===== config.mk =====
export PLATFORM = sky130hd
export DESIGN_NAME = led_channel_conditioner
export DESIGN_NICKNAME = d
export VERILOG_FILES = /design/src/rtl/led_channel_conditioner.sv
export SDC_FILE = /design/constraint.sdc
export NUM_CORES = 1
export LEC_CHECK = 0
export ABC_AREA = 1
export BUFFER_PORTS_ARGS = -buffer_cell sky130_fd_sc_hd__buf_2
export CAP_MARGIN = 20
export CORE_MARGIN = 10
export CORE_UTILIZATION = 39
export DETAILED_ROUTE_END_ITERATION = 12
export GPL_TIMING_DRIVEN = 1
export PLACE_DENSITY = 0.58
export SLEW_MARGIN = 20
export SYNTH_ARGS = -nofsm -noshare
export SYNTH_HDL_FRONTEND = slang
export SYNTH_SLANG_ARGS = --single-unit

===== constraint.sdc =====
create_clock -name ext_clk -period 1.4 [get_ports ext_clk]
set_input_delay 0.07 -clock ext_clk [delete_from_list [all_inputs] [get_ports ext_clk]]
set_output_delay 0.07 -clock ext_clk [all_outputs]
set_load 0.005 [all_outputs]

===== src/rtl/led_channel_conditioner.sv =====
// Per-channel input conditioning: synchronise, debounce, then select raw, debounced,
// stretched or toggled level onto a wide registered output, plus a rising-edge strobe.
module led_channel_conditioner #(
    parameter int NUM_CHANNELS    = 4,
    parameter int OUTPUT_WIDTH    = 23,
    parameter int SYNC_STAGES     = 2,
    parameter int DEBOUNCE_CYCLES = 16,
    parameter int STRETCH_CYCLES  = 8
) (
    input  logic                    ext_clk,
    input  logic                    ext_rst,
    input  logic [NUM_CHANNELS-1:0] led_in,
    input  logic [1:0]              mode,
    output logic [OUTPUT_WIDTH-1:0] dummy_output,
    output logic [NUM_CHANNELS-1:0] rise_strobe
);

    localparam int CNT_W = $clog2(DEBOUNCE_CYCLES + 1);
    localparam int STR_W = $clog2(STRETCH_CYCLES + 1);
    localparam logic [CNT_W-1:0] DEB_LAST = CNT_W'(DEBOUNCE_CYCLES - 1);
    localparam logic [STR_W-1:0] STR_LOAD = STR_W'(STRETCH_CYCLES);

    logic [NUM_CHANNELS-1:0] sync_r [SYNC_STAGES];
    logic [NUM_CHANNELS-1:0] sync_s;
    logic [NUM_CHANNELS-1:0] deb_r;
    logic [NUM_CHANNELS-1:0] deb_nxt_s;
    logic [NUM_CHANNELS-1:0] rise_s;
    logic [NUM_CHANNELS-1:0] rise_r;
    logic [NUM_CHANNELS-1:0] tog_r;
    logic [NUM_CHANNELS-1:0] stretch_on_s;
    logic [NUM_CHANNELS-1:0] out_sel_s;
    logic [CNT_W-1:0]        cnt_r     [NUM_CHANNELS];
    logic [CNT_W-1:0]        cnt_nxt_s [NUM_CHANNELS];
    logic [STR_W-1:0]        str_r     [NUM_CHANNELS];
    logic [STR_W-1:0]        str_nxt_s [NUM_CHANNELS];

    // Synchroniser shift chain for the asynchronous inputs
    always_ff @(posedge ext_clk) begin
        if (ext_rst) begin
            for (int k = 0; k < SYNC_STAGES; k++) begin
                sync_r[k] <= '0;
            end
        end else begin
            sync_r[0] <= led_in;
            for (int k = 1; k < SYNC_STAGES; k++) begin
                sync_r[k] <= sync_r[k-1];
            end
        end
    end

    assign sync_s = sync_r[SYNC_STAGES-1];

    // Debounce next state: accept a new level only after it has held long enough
    always_comb begin
        for (int i = 0; i < NUM_CHANNELS; i++) begin
            deb_nxt_s[i] = deb_r[i];
            cnt_nxt_s[i] = '0;
            if (sync_s[i] != deb_r[i]) begin
                if (cnt_r[i] == DEB_LAST) begin
                    deb_nxt_s[i] = sync_s[i];
                    cnt_nxt_s[i] = '0;
                end else begin
                    cnt_nxt_s[i] = cnt_r[i] + CNT_W'(1);
                end
            end else begin
                cnt_nxt_s[i] = '0;
            end
        end
    end

    // Rise is taken from the next-state so stretch/toggle update on the accepting edge
    assign rise_s = deb_nxt_s & ~deb_r;

    // Stretch counter next state: reload on every rise, otherwise count down to zero
    always_comb begin
        for (int i = 0; i < NUM_CHANNELS; i++) begin
            stretch_on_s[i] = (str_r[i] != '0);
            if (rise_s[i]) begin
                str_nxt_s[i] = STR_LOAD;
            end else if (str_r[i] != '0) begin
                str_nxt_s[i] = str_r[i] - STR_W'(1);
            end else begin
                str_nxt_s[i] = str_r[i];
            end
        end
    end

    // Output mode select; only the mux depends on mode, all state runs continuously
    always_comb begin
        case (mode)
            2'd0:    out_sel_s = sync_s;
            2'd1:    out_sel_s = deb_r;
            2'd2:    out_sel_s = stretch_on_s;
            2'd3:    out_sel_s = tog_r;
            default: out_sel_s = '0;
        endcase
    end

    // Channel state and registered outputs
    always_ff @(posedge ext_clk) begin
        if (ext_rst) begin
            deb_r        <= '0;
            rise_r       <= '0;
            tog_r        <= '0;
            rise_strobe  <= '0;
            dummy_output <= '0;
            for (int i = 0; i < NUM_CHANNELS; i++) begin
                cnt_r[i] <= '0;
                str_r[i] <= '0;
            end
        end else begin
            deb_r        <= deb_nxt_s;
            rise_r       <= rise_s;
            tog_r        <= tog_r ^ rise_s;
            // Delayed one stage so the strobe lines up with the debounced output
            rise_strobe  <= rise_r;
            dummy_output <= OUTPUT_WIDTH'(out_sel_s);
            for (int i = 0; i < NUM_CHANNELS; i++) begin
                cnt_r[i] <= cnt_nxt_s[i];
                str_r[i] <= str_nxt_s[i];
            end
        end
    end

endmodule


==> flow_summary_export.csv <==
group,metric,value,unit
die,num_rows,30,
synth,synth_cell_type_count,20,
synth,syn-mean-instance-area,7.464,sq um
synth,synthCells,377,
routing,wirelength,4.992,mm
pwr,switching_power,1.717,mW
clocking,cts_tree,"yes",
sta,hold_viol_final,0,
synth,async_flop_share,0,%
synth,yosys.area.top_type_share,45.53,%
sta,rsz0062_at_grt,"true",
setup_path,cp_data_arrival_time,1.56,ns
routing,dr.pass1.iters,4,
synth,yosysMostFrequentCell,"nand2_1",
die,die_h,104.9,um
grt,grt_pass1_wl,8.694,mm
hold_path,hold_class,"in2reg",
grt,track_usage,9.352,%
synth,synth_commonest_cells,"nand2_1, inv_1, dfxtp_1, nor2_1, a21oi_1",
grt,grt-ovfl-total,0,
routing,drt-vias-per-instance,4.162,
setup_path,crit_family,"adder cells",
cells_and_area,nFillCells,675,
pwr,leakage,1.540,nW
grt,antenna_found_initial,0,
synth,synth_flop_cell,"dfxtp_1",
hold_path,whs_path_depth,4,
setup_path,r2r-end,"cnt_r[0][0]",
sta,fin_crit,1.338,ns
cells_and_area,antenna_cells,0,
pwr,p_sw_share,31.30,%
pwr,p_per_area,1578,nW/um^2
flow_run,drv_cap,0,
pwr,intPower,3.769,mW
clocking,cts_buffer_depth,2,
routing,antenna_left,0,
place,port_buffers,15,
pwr,pwr-share-seq,40.9,%
setup_path,cp_slowest_cell,"dfxtp_2",
sta,fin_skew,0.007317,ns
synth,syn_area,2814,sq um
cells_and_area,final_nets,444,
sta,setup_violations,0,
setup_path,crit_required,1.62,ns
die,die_area,11010,sq um
die,core_area,6907,sq um
clocking,cts.sinks,64,
clocking,cts.clk_slew.worst_paths,0.07,ns
place,place_ws,-0.02187,ns
synth,yosysTopAreaCell,"dfxtp_1",
cells_and_area,design_area,3477,sq um
synth,yosysSeqAreaShare,45.53,%
cells_and_area,area_growth,23.57,%
setup_path,rrSetupSlack,0.06,ns
pwr,power_frac_clock,31.7,%
routing,post-route-drc-count,0,
setup_path,reg2reg_depth,8,
setup_path,path_cells,"ha_4 -> nand2_2 -> nor2_2 -> ha_2 -> inv_2 -> nand4_1 -> buf_4 -> nor2_1",
sta,slew_violations,0,
synth,ys_ff_latch,64,
pwr,combPwrFrac,27.4,%
synth,synth_warnings,0,
pwr,vdd_ir_drop_max,0.0004785,V
cells_and_area,drive_gt1_share,22.17,%
hold_path,hold_start,"mode[0]",
status,status,"complete, no violations",
routing,drt_iter0_drc,84,
grt,grt_max_degree,24,
place,dpl_cell_area,2945,sq um
routing,vias,2164,
synth,synth_area_leaders,"dfxtp_1, nand2_1, inv_1",
sta,whs,0.1369,ns
setup_path,timing.rr.start,"cnt_r[0][1]",
setup_path,cpPeakStageDelay,0.35,ns
clocking,htreeDepth,3,
grt,grt_pass1_vias,2063,
sta,finalSetupTns,0,ns
place,dpl.hpwl,3.482,mm
setup_path,path_max_fanout,3,
sta,fmax,747.2,MHz
setup_path,critPathCaptureType,"register",
place,gp_congestion,0.7531,
routing,wire_per_inst,9.600,um
sta,setup_ws,0.06171,ns
setup_path,crit_type,"reg2reg",
hold_path,hold_path_end,"dummy_output[3]",
synth,synth_edf_count,0,
clocking,cts-buffers-inserted,9,
clocking,root_buffer,"clkbuf_8",
clocking,insertion_delay,0.33,ns
setup_path,start_kind,"register",
die,ioPinCount,35,
sta,period_share,95.59,%
die,die_w,104.9,um
setup_path,critPathBufInv,2,
die,start_util,40.74,%
## sequential cells by signal (all words and copies together) (netlist names)
name	count
dummy_output	4
rise_strobe	4
tog_r	4
rise_r	4
sync_r	8
cnt_r	20
deb_r	4
str_r	16
## worst reg2reg max path: stages, from the launching register on
cell,delay [ns]
dfxtp_2,0.35
ha_4,0.14
nand2_2,0.05
nor2_2,0.10
ha_2,0.23
inv_2,0.05
nand4_1,0.11
buf_4,0.16
nor2_1,0.04
## routing by layer
metal | GRT usage, % | wire [um] | vias to the layer above
met5 | 0 | 0 | -
met4 | 3.529 | 58 | 0
met3 | 4.545 | 317 | 5
met2 | 14.81 | 2242 | 31
met1 | 10.65 | 2373 | 927
li1 | - | - | 1201
## cell families (layout without fill, tap and decap cells)
group	Yosys count	count (layout)	share of synthesized area (%)
xor gates and xnor gates	3	3	0.9339
DFF	64	64	45.53
AOI/OAI and AO/OA	30	30	5.603
other	1	19	0.1333
and+or+nand+nor	172	172	25.48
buffers and inverters	91	120	15.21
adders and majority gates	16	16	7.114
## cell usage in the layout, fill, tap and decap left out
cell	Yosys	final
a21oi_1	22	21
a21oi_2	0	1
buf_2	0	15
buf_4	21	17
bufinv_16	0	2
clkbuf_1	0	1
clkbuf_8	0	11
clkinv_2	0	1
conb_1	1	19
dfxtp_1	64	56
dfxtp_2	0	8
dlygate4sd3_1	0	4
ha_1	16	8
ha_2	0	3
ha_4	0	5
inv_1	68	63
inv_2	1	6
nand2_1	81	76
nand2_2	2	7
nand3_1	17	14
nand3_2	1	1
nand3_4	0	3
nand3b_1	1	1
nand4_1	8	8
nor2_1	54	45
nor2_2	0	6
nor2_4	0	3
nor3_1	7	5
nor3_2	1	3
o21ai_0	6	5
o21ai_1	0	1
o21ai_2	2	2
xnor2_1	3	3
## timing repair
action / in CTS / in global routing
buffers inserted: 3 / 9
hold buffers: 4 / 0
hold endpoints to repair: 4 / 0
resized for setup: 10 / 43
endpoints found under the setup margin: 6 / 42
pin swaps: 8 / 14
## worst max-delay path by stage
stage	slack, ns	endpoint	cells past startpoint	startpoint
floorplan	0.13	cnt_r[2][2]	7	cnt_r[2][0]
detailed placement	-0.02	cnt_r[0][2]	7	cnt_r[0][1]
CTS	0.002	cnt_r[2][2]	7	cnt_r[2][0]
global route	-0.05	cnt_r[3][3]	7	cnt_r[3][1]
finish	0.06	cnt_r[0][0]	8	cnt_r[0][1]
global placement	0.03	cnt_r[0][2]	7	cnt_r[0][0]
## layout make-up
class | count | area [sq um] | area share (%)
multi-input combinational | 240 | 1344 | 38.65
sequential | 64 | 1291 | 37.14
inverter | 69 | 259.0 | 7.449
timing repair buffer | 36 | 242.7 | 6.981
clock buffer | 12 | 155.1 | 4.462
tap | 96 | 120.1 | 3.454
clock inverter | 3 | 65.06 | 1.871
## metrics by stage
stage	utilization, %	total power, mW	instances
3_5_place_dp	42.64	3.773	489
3_3_place_gp	42.64	3.747	489
2_1_floorplan	-	3.536	395
6_report	50.34	5.486	520
5_1_grt	50.34	5.956	520
4_1_cts	47.05	5.555	511
## power by group through the flow
stage               combinational [mW]  sequential (mW)  clock [mW]
finish                            1.50             2.24        1.74
global route                      1.80             2.28        1.88
CTS                               1.51             2.24        1.80
detailed placement                1.49             2.28           0
global placement                  1.47             2.27           0
floorplan                         1.29             2.25           0
Note: power is estimated with default switching activity, not from simulation.
